===== config.mk =====
export PLATFORM = sky130hd
export DESIGN_NAME = seq_isqrt
export DESIGN_NICKNAME = d
export VERILOG_FILES = /design/src/rtl/seq_isqrt_pkg.sv /design/src/rtl/seq_isqrt_step.sv /design/src/rtl/seq_isqrt.sv
export SDC_FILE = /design/constraint.sdc
export NUM_CORES = 1
export LEC_CHECK = 0
export CORE_MARGIN = 3
export CORE_UTILIZATION = 50
export DETAILED_ROUTE_END_ITERATION = 10
export PLACE_DENSITY_LB_ADDON = 0.25
export SLEW_MARGIN = 5
export SYNTH_ARGS = -nofsm -noshare
export SYNTH_HDL_FRONTEND = slang
export SYNTH_SLANG_ARGS = --single-unit
export TNS_END_PERCENT = 50

===== constraint.sdc =====
create_clock -name clk -period 3.61 [get_ports clk]
set_input_delay 0.722 -clock clk [delete_from_list [all_inputs] [get_ports clk]]
set_output_delay 0.722 -clock clk [all_outputs]
set_load 0.01 [all_outputs]

===== src/rtl/seq_isqrt_pkg.sv =====
// -----------------------------------------------------------------------------
// seq_isqrt_pkg
//   Shared types and width helpers for the iterative integer square-root engine.
//   - state_e      : FSM state encoding (IDLE / CALC / DONE)
//   - root_width() : full-precision root width for a given radicand width
//   - cnt_width()  : bits needed for a down-counter spanning 0..n-1
// -----------------------------------------------------------------------------
`timescale 1ns/1ps
package seq_isqrt_pkg;

   typedef enum logic [1:0] {
      IDLE = 2'd0,
      CALC = 2'd1,
      DONE = 2'd2
   } state_e;

   function automatic int root_width(input int in_w);
      return (in_w + 1) / 2;
   endfunction

   // A counter that runs n-1 down to 0 needs clog2(n) bits; never less than one.
   function automatic int cnt_width(input int n);
      return (n <= 1) ? 1 : $clog2(n);
   endfunction

endpackage : seq_isqrt_pkg


===== src/rtl/seq_isqrt_step.sv =====
// -----------------------------------------------------------------------------
// seq_isqrt_step
//   One combinational iteration of the restoring digit-by-digit square root.
//   Brings down the next two radicand bits into the partial remainder, tries
//   to subtract (4*root + 1) and appends the resulting root bit.
//   Ports:
//     rem_i  [ROOT_W+1:0] partial remainder in
//     root_i [ROOT_W-1:0] partial root in
//     bits_i [1:0]        next two radicand bits (MSB first)
//     rem_o  [ROOT_W+1:0] partial remainder out
//     root_o [ROOT_W-1:0] partial root out
// -----------------------------------------------------------------------------
`timescale 1ns/1ps
module seq_isqrt_step #(
   parameter int ROOT_W = 20
) (
   input  logic [ROOT_W+1:0] rem_i,
   input  logic [ROOT_W-1:0] root_i,
   input  logic [1:0]        bits_i,
   output logic [ROOT_W+1:0] rem_o,
   output logic [ROOT_W-1:0] root_o
);

   localparam int REM_W = ROOT_W + 2;

   logic [REM_W-1:0] rem_sh;
   logic [REM_W-1:0] trial;
   logic             ge;

   // The remainder never exceeds 2*root, so dropping the two MSBs on the
   // shift loses nothing.
   assign rem_sh = REM_W'({rem_i, bits_i});
   assign trial  = {root_i, 2'b01};
   assign ge     = (rem_sh >= trial);

   assign rem_o  = ge ? (rem_sh - trial) : rem_sh;
   assign root_o = ROOT_W'({root_i, ge});

endmodule : seq_isqrt_step


===== src/rtl/seq_isqrt.sv =====
// -----------------------------------------------------------------------------
// seq_isqrt
//   Iterative integer square root: one root bit per clock, constant latency.
//   Returns floor(sqrt(din_i)) saturated to OUT_W bits.
//   Ports:
//     clk           system clock
//     rst_n         asynchronous reset, active low
//     din_i         radicand (unsigned, IN_W bits)
//     din_update_i  start pulse; radicand sampled on the same edge
//     clr_i         synchronous clear / abort, overrides everything but reset
//     busy_o        calculation in flight (CALC or DONE)
//     dout_o        result, held until next result, clear or reset
//     sat_o         full root did not fit into OUT_W bits
//     dout_update_o one-cycle result strobe
// -----------------------------------------------------------------------------
`timescale 1ns/1ps
module seq_isqrt
   import seq_isqrt_pkg::*;
#(
   parameter int IN_W  = 40,
   parameter int OUT_W = 16
) (
   input  logic             clk,
   input  logic             rst_n,
   input  logic [IN_W-1:0]  din_i,
   input  logic             din_update_i,
   input  logic             clr_i,
   output logic             busy_o,
   output logic [OUT_W-1:0] dout_o,
   output logic             sat_o,
   output logic             dout_update_o
);

   localparam int ROOT_W = root_width(IN_W);
   localparam int RAD_W  = 2 * ROOT_W;
   localparam int REM_W  = ROOT_W + 2;
   localparam int CNT_W  = cnt_width(ROOT_W);
   localparam logic [CNT_W-1:0] CNT_INIT = CNT_W'(ROOT_W - 1);

   state_e             state_q, state_d;
   logic [RAD_W-1:0]   rad_q,   rad_d;
   logic [REM_W-1:0]   rem_q,   rem_d;
   logic [ROOT_W-1:0]  root_q,  root_d;
   logic [CNT_W-1:0]   cnt_q,   cnt_d;
   logic [OUT_W-1:0]   dout_q,  dout_d;
   logic               sat_q,   sat_d;
   logic               upd_q,   upd_d;

   logic [REM_W-1:0]   step_rem;
   logic [ROOT_W-1:0]  step_root;
   logic               root_ovf;
   logic [OUT_W-1:0]   root_trunc;

   seq_isqrt_step #(
      .ROOT_W (ROOT_W)
   ) u_step (
      .rem_i  (rem_q),
      .root_i (root_q),
      .bits_i (rad_q[RAD_W-1 -: 2]),
      .rem_o  (step_rem),
      .root_o (step_root)
   );

   // Saturation only exists when the full root is wider than the output.
   generate
      if (ROOT_W > OUT_W) begin : g_sat
         assign root_ovf   = |root_q[ROOT_W-1:OUT_W];
         assign root_trunc = root_q[OUT_W-1:0];
      end else begin : g_nosat
         assign root_ovf   = 1'b0;
         assign root_trunc = OUT_W'(root_q);
      end
   endgenerate

   always_comb begin
      state_d = state_q;
      rad_d   = rad_q;
      rem_d   = rem_q;
      root_d  = root_q;
      cnt_d   = cnt_q;
      dout_d  = dout_q;
      sat_d   = sat_q;
      upd_d   = 1'b0;

      if (clr_i) begin
         state_d = IDLE;
         dout_d  = '0;
         sat_d   = 1'b0;
      end else begin
         unique case (state_q)
            IDLE: begin
               if (din_update_i) begin
                  // Zero-extension at the top keeps the value when IN_W is odd.
                  rad_d   = RAD_W'(din_i);
                  rem_d   = '0;
                  root_d  = '0;
                  cnt_d   = CNT_INIT;
                  state_d = CALC;
               end
            end
            CALC: begin
               rad_d  = {rad_q[RAD_W-3:0], 2'b00};
               rem_d  = step_rem;
               root_d = step_root;
               if (cnt_q == '0) begin
                  state_d = DONE;
               end else begin
                  cnt_d = cnt_q - CNT_W'(1);
               end
            end
            DONE: begin
               dout_d  = root_ovf ? '1 : root_trunc;
               sat_d   = root_ovf;
               upd_d   = 1'b1;
               state_d = IDLE;
            end
            default: state_d = IDLE;
         endcase
      end
   end

   always_ff @(posedge clk or negedge rst_n) begin
      if (!rst_n) begin
         state_q <= IDLE;
         rad_q   <= '0;
         rem_q   <= '0;
         root_q  <= '0;
         cnt_q   <= '0;
         dout_q  <= '0;
         sat_q   <= 1'b0;
         upd_q   <= 1'b0;
      end else begin
         state_q <= state_d;
         rad_q   <= rad_d;
         rem_q   <= rem_d;
         root_q  <= root_d;
         cnt_q   <= cnt_d;
         dout_q  <= dout_d;
         sat_q   <= sat_d;
         upd_q   <= upd_d;
      end
   end

   // Busy covers DONE as well so a start in that cycle is never offered.
   assign busy_o        = (state_q != IDLE);
   assign dout_o        = dout_q;
   assign sat_o         = sat_q;
   assign dout_update_o = upd_q;

endmodule : seq_isqrt


==> out/metrics.yaml, run 1 <==
worstPathCellList: "inv_1 -> ha_1 -> a21o_1 -> or3_1 -> o221ai_2 -> a21o_1 -> a211o_1 -> and2_4 -> mux2_4 -> o21ai_2"
fmax_ghz: 0.3585
n_antenna_cell: 0
cpPeakStageDelay_ps: 390
holdBufCountCts: 0
gr-total-overflow: 0
ys_seq_area_share_pct: 48.35
drc_errors: 0
final_nets: 679
netlist-cell-type-count: 51
grt_pass1_wl_um: 19600
antenna_found_initial: 0
rsz0062_at_grt: "false"
start_util_pct: 51.94
drt.antenna.violating_nets: 0
timing.rr.end: "rem_q[1]"
ios: 63
r2r-start: "root_q[3]"
cts-resized-gates: 0
cts-root-buf: "clkbuf_8"
port-buffer-count: 62
cp_max_fo: 20
ir_drop_v: 0.0004614
drive_gt1_share_pct: 6.006
worst_slew_pin_slew_ps: 1072
crit_arrival_ps: 3070
sw_frac_of_total_pct: 39.21
power.density_nw_per_um2: 652.3
seq_power_share_pct: 36.3
area_growth_pct: 17.52
comb_power_share_pct: 47.6
netlist_area_sq_um: 5434
period_needed_ps: 2789
place_area_sq_um: 6213
place.gp.congestion: 0.9285
grtUsageTotal_pct: 20.15
synth_edf_count: 0
slew_viol_final: 0
n_fill_cell: 919
drt_wl_total_um: 11630
hp-class: "in -> async"
p_clk_share_pct: 16.1
layout_common_cells: "dfrtp_1, nand2_1, o21ai_0, clkdlybuf4s50_1, mux2i_1"
fin_util_pct: 61.04
fp.coreArea_sq_um: 10460
cap_violations: 0
clk_latency_ps: 360
rows: 37
die_w_um: 110.3
setup-violations-final: 0
power.net_switching_mw: 1.634
status: "finished, final reports clean"
die_area_sq_um: 12160
crit_buf_inv: 1
clockBufferDepth: 2
maxSlewHeadroom_pct: 28.26
yosysWarnings: 0
cp-end-kind: "flip-flop"
fin_area_sq_um: 6386
slowest_stage: "dfrtp_1"
skew_ps: 16.83
viasPerCell: 5.544
cts_tree: "yes"
synth_ff_type: "dfrtp_1"
vias: 4169
async_flop_share_pct: 100.0
path_delay_family: "compound AO/OA/AOI/OAI gates"
dr.pass1.iters: 4
syn_inst: 558
avgSynthCellArea_sq_um: 9.738
grt_pass1_vias: 4025
worst_slack_ps: 820.9
yosys_register_bits: 105
r2r_cells: 10
layout_commonest_cell: "dfrtp_1"
wire_per_inst_um: 15.46
internal_power_mw: 2.532
critPathKind: "reg -> reg"
cts_buffers: 9
required_ps: 3890
tns_ps: 0
post-route-period-util_pct: 77.26
syn_nets: 626
path_common_cell: "a21o_1"
clock-sinks: 105
cts_setup_buffers: 0
htreeDepth: 3
hpwl_um: 8184
hold_viol: 0
leakagePower_nw: 2.896
clk_pin_slew_ps: 100
place_worst_setup_slack_ps: 840.4
startpoint_type: "flip-flop"
grt_max_degree: 59
ff2ff_setup_slack_ps: 820
die_h_um: 110.3
drtIter0Drc: 224
[cells in the mapped netlist (2+ instances only)]
| cell | instances | area, sq um |
|---|---|---|
| and3_1 | 2 | 12.51 |
| nor2b_1 | 5 | 31.28 |
| o21a_1 | 2 | 15.01 |
| a32oi_1 | 4 | 35.03 |
| o22ai_1 | 19 | 118.9 |
| nor3_1 | 4 | 20.02 |
| a31oi_1 | 3 | 18.77 |
| xnor2_1 | 11 | 96.34 |
| or2_2 | 2 | 12.51 |
| xor2_1 | 5 | 43.79 |
| o211ai_1 | 4 | 30.03 |
| nand2_1 | 86 | 322.8 |
| a21oi_1 | 23 | 115.1 |
| mux2i_1 | 50 | 500.5 |
| or3_1 | 3 | 18.77 |
| and4_1 | 2 | 17.52 |
| clkbuf_1 | 20 | 75.07 |
| nand3_1 | 3 | 15.01 |
| inv_1 | 30 | 112.6 |
| a21oi_2 | 2 | 17.52 |
| buf_2 | 3 | 15.01 |
| a22oi_1 | 17 | 127.6 |
| o21ai_0 | 67 | 335.3 |
| buf_1 | 3 | 11.26 |
| ha_1 | 24 | 300.3 |
| a21o_1 | 4 | 30.03 |
| nor2_1 | 20 | 75.07 |
| a211oi_1 | 2 | 15.01 |
| and3b_1 | 2 | 17.52 |
| nor4_1 | 2 | 12.51 |
| dfrtp_1 | 105 | 2628 |
| o31ai_1 | 3 | 22.52 |
| nand4_1 | 3 | 18.77 |
| nand2b_1 | 6 | 37.54 |
[layer usage]
metal	global-route usage [%]	share of wire, %	up-vias	routed length [um]
li1	-	-	2081	-
met1	29.75	48	1998	5548
met2	31.93	46	81	5330
met3	3.378	5.6	9	646
met4	3.166	0.86	0	100
met5	0	0	-	0
[worst max-delay path by stage]
stage | startpoint | endpoint | slack [ps] | cells past startpoint
floorplan | rem_q[3] | rem_q[1] | 1100 | 10
global placement | rem_q[3] | rem_q[1] | 920 | 9
detailed placement | root_q[3] | rem_q[1] | 840 | 10
CTS | root_q[3] | rem_q[1] | 820 | 10
global route | root_q[3] | rem_q[13] | 640 | 10
finish | root_q[3] | rem_q[1] | 820 | 10
[flip-flops by register name (all words and copies together), names as in the netlist]
| register | flops |
|---|---|
| cnt_q | 5 |
| dout_o | 16 |
| dout_update_o | 1 |
| rad_q | 40 |
| rem_q | 20 |
| root_q | 20 |
| sat_o | 1 |
| state_q | 2 |
[per-stage QoR]
stage | hold slack, ps | power, mW | std cells
floorplan | 426.4 | 3.119 | 558
global placement | 454.0 | 3.444 | 736
detailed placement | 456.1 | 3.501 | 736
CTS | 390.9 | 4.176 | 752
global route | 411.0 | 4.481 | 752
finish | 369.8 | 4.166 | 752
[power groups by stage]
stage / registers (mW) / clock network, mW / logic, mW
CTS: 1.51 / 0.685 / 1.98
floorplan: 1.49 / 0 / 1.63
global placement: 1.53 / 0 / 1.92
detailed placement: 1.53 / 0 / 1.97
global route: 1.54 / 0.736 / 2.21
finish: 1.51 / 0.671 / 1.98
[kinds of logic (layout without fill, tap and decap cells)]
kind of cell / after synthesis / after routing / synth area share, %
xor gates and xnor gates: 16 / 16 / 2.579
adders and majority gates: 24 / 24 / 5.526
buffers and inverters: 59 / 117 / 4.352
and+or+nand+nor: 144 / 144 / 11.97
muxes: 51 / 51 / 9.486
AOI/OAI and AO/OA: 159 / 159 / 17.73
DFF: 105 / 105 / 48.35
[cell type report]
class / instances / area, sq um / area share [%]
Timing Repair Buffer: 70 / 703.2 / 11.01
Multi-Input combinational cell: 394 / 2596 / 40.65
Sequential cell: 105 / 2628 / 41.14
Clock inverter: 5 / 41.29 / 0.6466
Clock buffer: 11 / 131.4 / 2.057
Tap cell: 136 / 170.2 / 2.665
Inverter: 31 / 116.4 / 1.822
(Power assumes the default switching activity.)
==> inputs of run 2 (changes only) <==
==> constraint.sdc (replaced) <==
create_clock -name clk -period 2.4 [get_ports clk]
set_input_delay 0.48 -clock clk [delete_from_list [all_inputs] [get_ports clk]]
set_output_delay 0.48 -clock clk [all_outputs]
set_load 0.01 [all_outputs]
==> run 2 against run 1 <==
  * The flow now finishes with violations (setup timing)
  * Routed wire length is 15% higher
  * Sequential share of layout area is 5.0 points lower
  * Cell count increased by 10%
  * Die area unchanged
  * Largest power group unchanged
==> out/metrics.yaml, run 2 (same netlist as run 1, synthesis figures left out) <==
status: "finished with violations"
failed_checks: "setup timing"
clockBufferDepth: 2
top_register: "rad_q"
vias: 4614
endpoint: "rem_q[1]"
r2r-start: "rem_q[3]"
drive_gt1_share_pct: 21.50
cap_violations: 0
start_util_pct: 51.94
place_worst_setup_slack_ps: -121.0
crit_start: "rem_q[3]"
power.density_nw_per_um2: 1123
maxSlewHeadroom_pct: 62.98
htreeDepth: 3
skew_ps: 22.20
leakagePower_nw: 3.321
layout_commonest_cell: "dfrtp_1"
cp-end-kind: "flip-flop"
period_needed_ps: 2514
dr.pass1.iters: 5
place_area_sq_um: 6711
drt_wl_total_um: 13320
worst_slew_pin_slew_ps: 555.2
r2r_cells: 10
setup-violations-final: 16
drt.antenna.violating_nets: 0
post-route-period-util_pct: 104.8
die_area_sq_um: 12160
grt_max_degree: 45
holdBufCountCts: 0
crit_arrival_ps: 2820
cts-root-buf: "clkbuf_8"
ios: 63
n_fill_cell: 792
reg.largest.list: "rad_q (40), rem_q (20), root_q (20)"
hold_viol: 0
drc_errors: 0
slew_viol_final: 0
grt_pass1_vias: 4533
timing.rr.end: "rem_q[1]"
fp.coreArea_sq_um: 10460
hpwl_um: 9417
critPathKind: "reg -> reg"
die_h_um: 110.3
cts_buffers: 9
final_nets: 756
grtUsageTotal_pct: 21.94
worst_slack_ps: -114.1
rsz0062_at_grt: "true"
fmax_ghz: 0.3978
wire_per_inst_um: 16.07
grt_pass1_wl_um: 21260
largest_reg_flops: 40
layout_common_cells: "dfrtp_1, nand2_1, buf_4, clkdlybuf4s50_1, o21ai_0"
p_total_mw: 8.159
cts_tree: "yes"
area_growth_pct: 33.76
gr-total-overflow: 0
clk_pin_slew_ps: 120
startpoint_type: "flip-flop"
fin_area_sq_um: 7268
ff2ff_setup_slack_ps: -110
clock-sinks: 105
place.gp.congestion: 0.9611
rows: 37
viasPerCell: 5.566
hp-class: "in -> async"
cp_max_fo: 7
drtIter0Drc: 303
clk_latency_ps: 380
required_ps: 2710
antenna_found_initial: 0
ir_drop_v: 0.0007841
die_w_um: 110.3
fin_util_pct: 69.47
port-buffer-count: 62
n_antenna_cell: 0
==> run 2: cell types whose count changed in the layout (fill, tap and decap cells not counted), moves of 4 or more <==
cell,delta
buf_6,+4
mux2i_1,-4
o21ai_1,+16
inv_1,-4
a21oi_2,+4
inv_2,+4
ha_1,-10
a21oi_1,-4
buf_12,+4
buf_4,+69
ha_4,+9
o21ai_0,-16
==> run 2: cell type report <==
| type | instances | area, sq um | area share, % |
|---|---|---|---|
| Clock inverter | 5 | 45.04 | 0.6197 |
| Clock buffer | 11 | 131.4 | 1.808 |
| Sequential cell | 105 | 2629 | 36.17 |
| Timing Repair Buffer | 147 | 1346 | 18.52 |
| Inverter | 31 | 116.4 | 1.601 |
| Multi-Input combinational cell | 394 | 2830 | 38.94 |
| Tap cell | 136 | 170.2 | 2.341 |
==> run 2: what timing repair did <==
action                                  in CTS  in global routing
hold endpoints to repair                     0                  0
endpoints found under the setup margin      18                 21
resized for setup                           14                 46
setup buffers                                9                 14
pin swaps                                    3                 26
==> run 2: power breakdown <==
group          internal [mW]  leakage, nW  switching, mW
sequential              2.06         1.38          0.231
combinational           2.60         1.86           2.21
clock                  0.396       0.0864          0.660
total                   5.06         3.32           3.10
==> run 2: layer usage <==
metal	part of all wire, %	up-vias	GRT usage [%]
met1	45	2238	30.38
met2	49	116	36.61
met4	1.6	0	5.013
met5	0	-	0
met3	4.0	21	3.262
li1	-	2239	-
==> run 2: worst min-delay path by stage <==
stage | from | end | slack (ps) | cells past startpoint
after CTS | rst_n | dout_o[11] | 100 | 1
after global placement | rad_q[1] | rad_q[1] | 450 | 2
after global routing | rst_n | dout_o[11] | 100 | 1
after detailed placement | rad_q[1] | rad_q[1] | 460 | 2
final | rst_n | dout_o[7] | 70 | 1
after floorplan | rst_n | cnt_q[0] | 180 | 0
==> run 2: metrics by stage <==
stage          std cells  TNS, ps  hold WS [ps]
2_1_floorplan        558   -54.62         184.4
3_3_place_gp         794   -142.1         453.9
3_5_place_dp         794   -713.9         463.7
4_1_cts              819   -194.9         95.38
5_1_grt              829    -2594         104.7
6_report             829   -936.7         69.72
==> run 2: worst max-delay path, stage by stage, from the launching register on <==
cell and delay [ps]:
dfrtp_1 430, ha_4 270, a21o_1 180, or3_4 330, o221ai_2 170, a21o_1 160, a211o_1 150, and2_4 240
buf_6 120, mux2_4 280, o21ai_2 100
==> inputs of run 3 (changes only) <==
==> constraint.sdc (replaced) <==
create_clock -name clk -period 2.6 [get_ports clk]
set_input_delay 0.52 -clock clk [delete_from_list [all_inputs] [get_ports clk]]
set_output_delay 0.52 -clock clk [all_outputs]
set_load 0.01 [all_outputs]
==> run 3 against run 2 <==
  * The flow now finishes without violations
  * Sequential share of layout area increased by 2.7 points
  * Worst setup slack improved by 240 ps
  * Clock power about the same
  * Critical endpoint is now rem_q[19]
  * Largest cell class unchanged
  * Highest routed layer unchanged
==> out/metrics.yaml, run 3 (same netlist as run 1, synthesis figures left out) <==
area_growth_pct: 24.38
clock-sinks: 105
crit_arrival_ps: 2740
dr.pass1.iters: 5
drt.antenna.violating_nets: 0
gr-total-overflow: 0
ios: 63
drtIter0Drc: 244
leakagePower_nw: 3.091
layout_common_cells: "dfrtp_1, nand2_1, o21ai_0, clkdlybuf4s50_1, mux2i_1"
grt_pass1_wl_um: 19490
regArea_sq_um: 2628
drc_errors: 0
port-buffer-count: 62
cp_max_fo: 5
worst_slew_pin_slew_ps: 449.4
critPathKind: "reg -> reg"
die_w_um: 110.3
cts-root-buf: "clkbuf_8"
skew_ps: 10.40
n_fill_cell: 894
worstPathCellList: "inv_1 -> ha_4 -> and3_1 -> and3b_1 -> a2111oi_2 -> a21oi_1 -> a31o_2 -> a31oi_2 -> mux2i_1 -> nand2_1"
startpoint_type: "flip-flop"
crit_start: "root_q[9]"
clk_pin_slew_ps: 100
cp-end-kind: "flip-flop"
top_register: "rad_q"
ir_drop_v: 0.0005432
final_nets: 706
cts_tree: "yes"
worst_slack_ps: 129.2
start_util_pct: 51.94
slowest_stage: "dfrtp_1"
period_needed_ps: 2471
layout_commonest_cell: "dfrtp_1"
required_ps: 2870
clk_latency_ps: 380
fmax_ghz: 0.4047
grt_max_degree: 52
die_area_sq_um: 12160
htreeDepth: 3
r2r-start: "root_q[9]"
largest_reg_flops: 40
power.density_nw_per_um2: 978.1
antenna_found_initial: 0
fp.coreArea_sq_um: 10460
cap_violations: 0
wire_per_inst_um: 15.44
rows: 37
n_antenna_cell: 0
clockBufferDepth: 2
hold_viol: 0
place_worst_setup_slack_ps: 2.858
setup-violations-final: 0
hp-class: "in -> async"
fin_util_pct: 64.60
holdBufCountCts: 0
drive_gt1_share_pct: 11.66
multi_input_area_sq_um: 2668
status: "finished, final reports clean"
cpPeakStageDelay_ps: 390
maxSlewHeadroom_pct: 70.04
place.gp.congestion: 0.9389
grt_pass1_vias: 4063
grtUsageTotal_pct: 20.32
rsz0062_at_grt: "true"
viasPerCell: 5.587
slew_viol_final: 0
drt_wl_total_um: 12030
reg.largest.list: "rad_q (40), rem_q (20), root_q (20)"
hpwl_um: 8630
cts_buffers: 9
post-route-period-util_pct: 95.03
vias: 4352
die_h_um: 110.3
## run 3: changes by cell type in the layout (fill, tap and decap cells not counted), moves of 2 or more
cell      previous run  this run
a21oi_1             19        22
mux2i_1             46        50
buf_4               76        29
buf_6                4         0
clkinv_4             1         3
mux2i_2              3         0
a21oi_2              6         3
o21ai_1             16         1
o21ai_0             50        65
inv_2                4         1
inv_1               26        29
ha_1                14        21
ha_4                 9         3
## run 3: layout make-up
class | count | area share [%]
clock buffers | 10 | 1.888
clock inverters | 6 | 1.129
inverters | 31 | 1.722
multi-input cells | 394 | 39.47
flip-flops and latches | 105 | 38.87
well taps | 136 | 2.518
repair buffers | 97 | 14.40
## run 3: power breakdown
group / switching [mW] / internal [mW]
clock network: 0.590 / 0.461
logic: 1.66 / 1.80
registers: 0.199 / 1.90
## run 3: path summary, 6_finish.rpt
kind / slack, ps / endpoint / depth (start not counted)
min: 60 / dout_update_o / 1
max in group asynchronous: 1890 / root_q[0] / 2
max reg2reg: 130 / rem_q[19] / 10
min in group clk: 490 / rad_q[26] / 2
max: 130 / rem_q[19] / 10
min reg2reg: 490 / rad_q[26] / 2
## run 3: repair_timing
item,in CTS,in global routing
setup endpoints to repair,0,19
setup buffers,0,4
gates resized for setup,0,13
## run 3: per-layer routing
metal  GRT usage [%]  share of wire, %
met3           3.844               3.9
met2           32.11                47
met4           4.925              0.95
met5               0                 0
met1           29.06                49
## run 3: worst max-delay path: cells and delay by family, from the launching register on
| kind | cells | cell delay (ps) |
|---|---|---|
| compound gates | 4 | 960 |
| fa+ha+maj | 1 | 230 |
| buf+inv | 1 | 130 |
| flops | 1 | 390 |
| mux | 1 | 190 |
| simple gates | 3 | 470 |
## run 3: per-stage QoR
step | std cells | area, sq um | power, mW | TNS, ps | hold slack [ps]
final | 779 | 6759 | 6.611 | 0 | 58.64
after global routing | 779 | 6759 | 7.100 | -20.28 | 70.20
after CTS | 774 | 6633 | 6.321 | 0 | 59.23
after detailed placement | 758 | 6429 | 5.251 | 0 | 470.7
after global placement | 758 | 6429 | 5.173 | 0 | 453.4
after floorplan | 558 | 5434 | 4.330 | 0 | 224.4
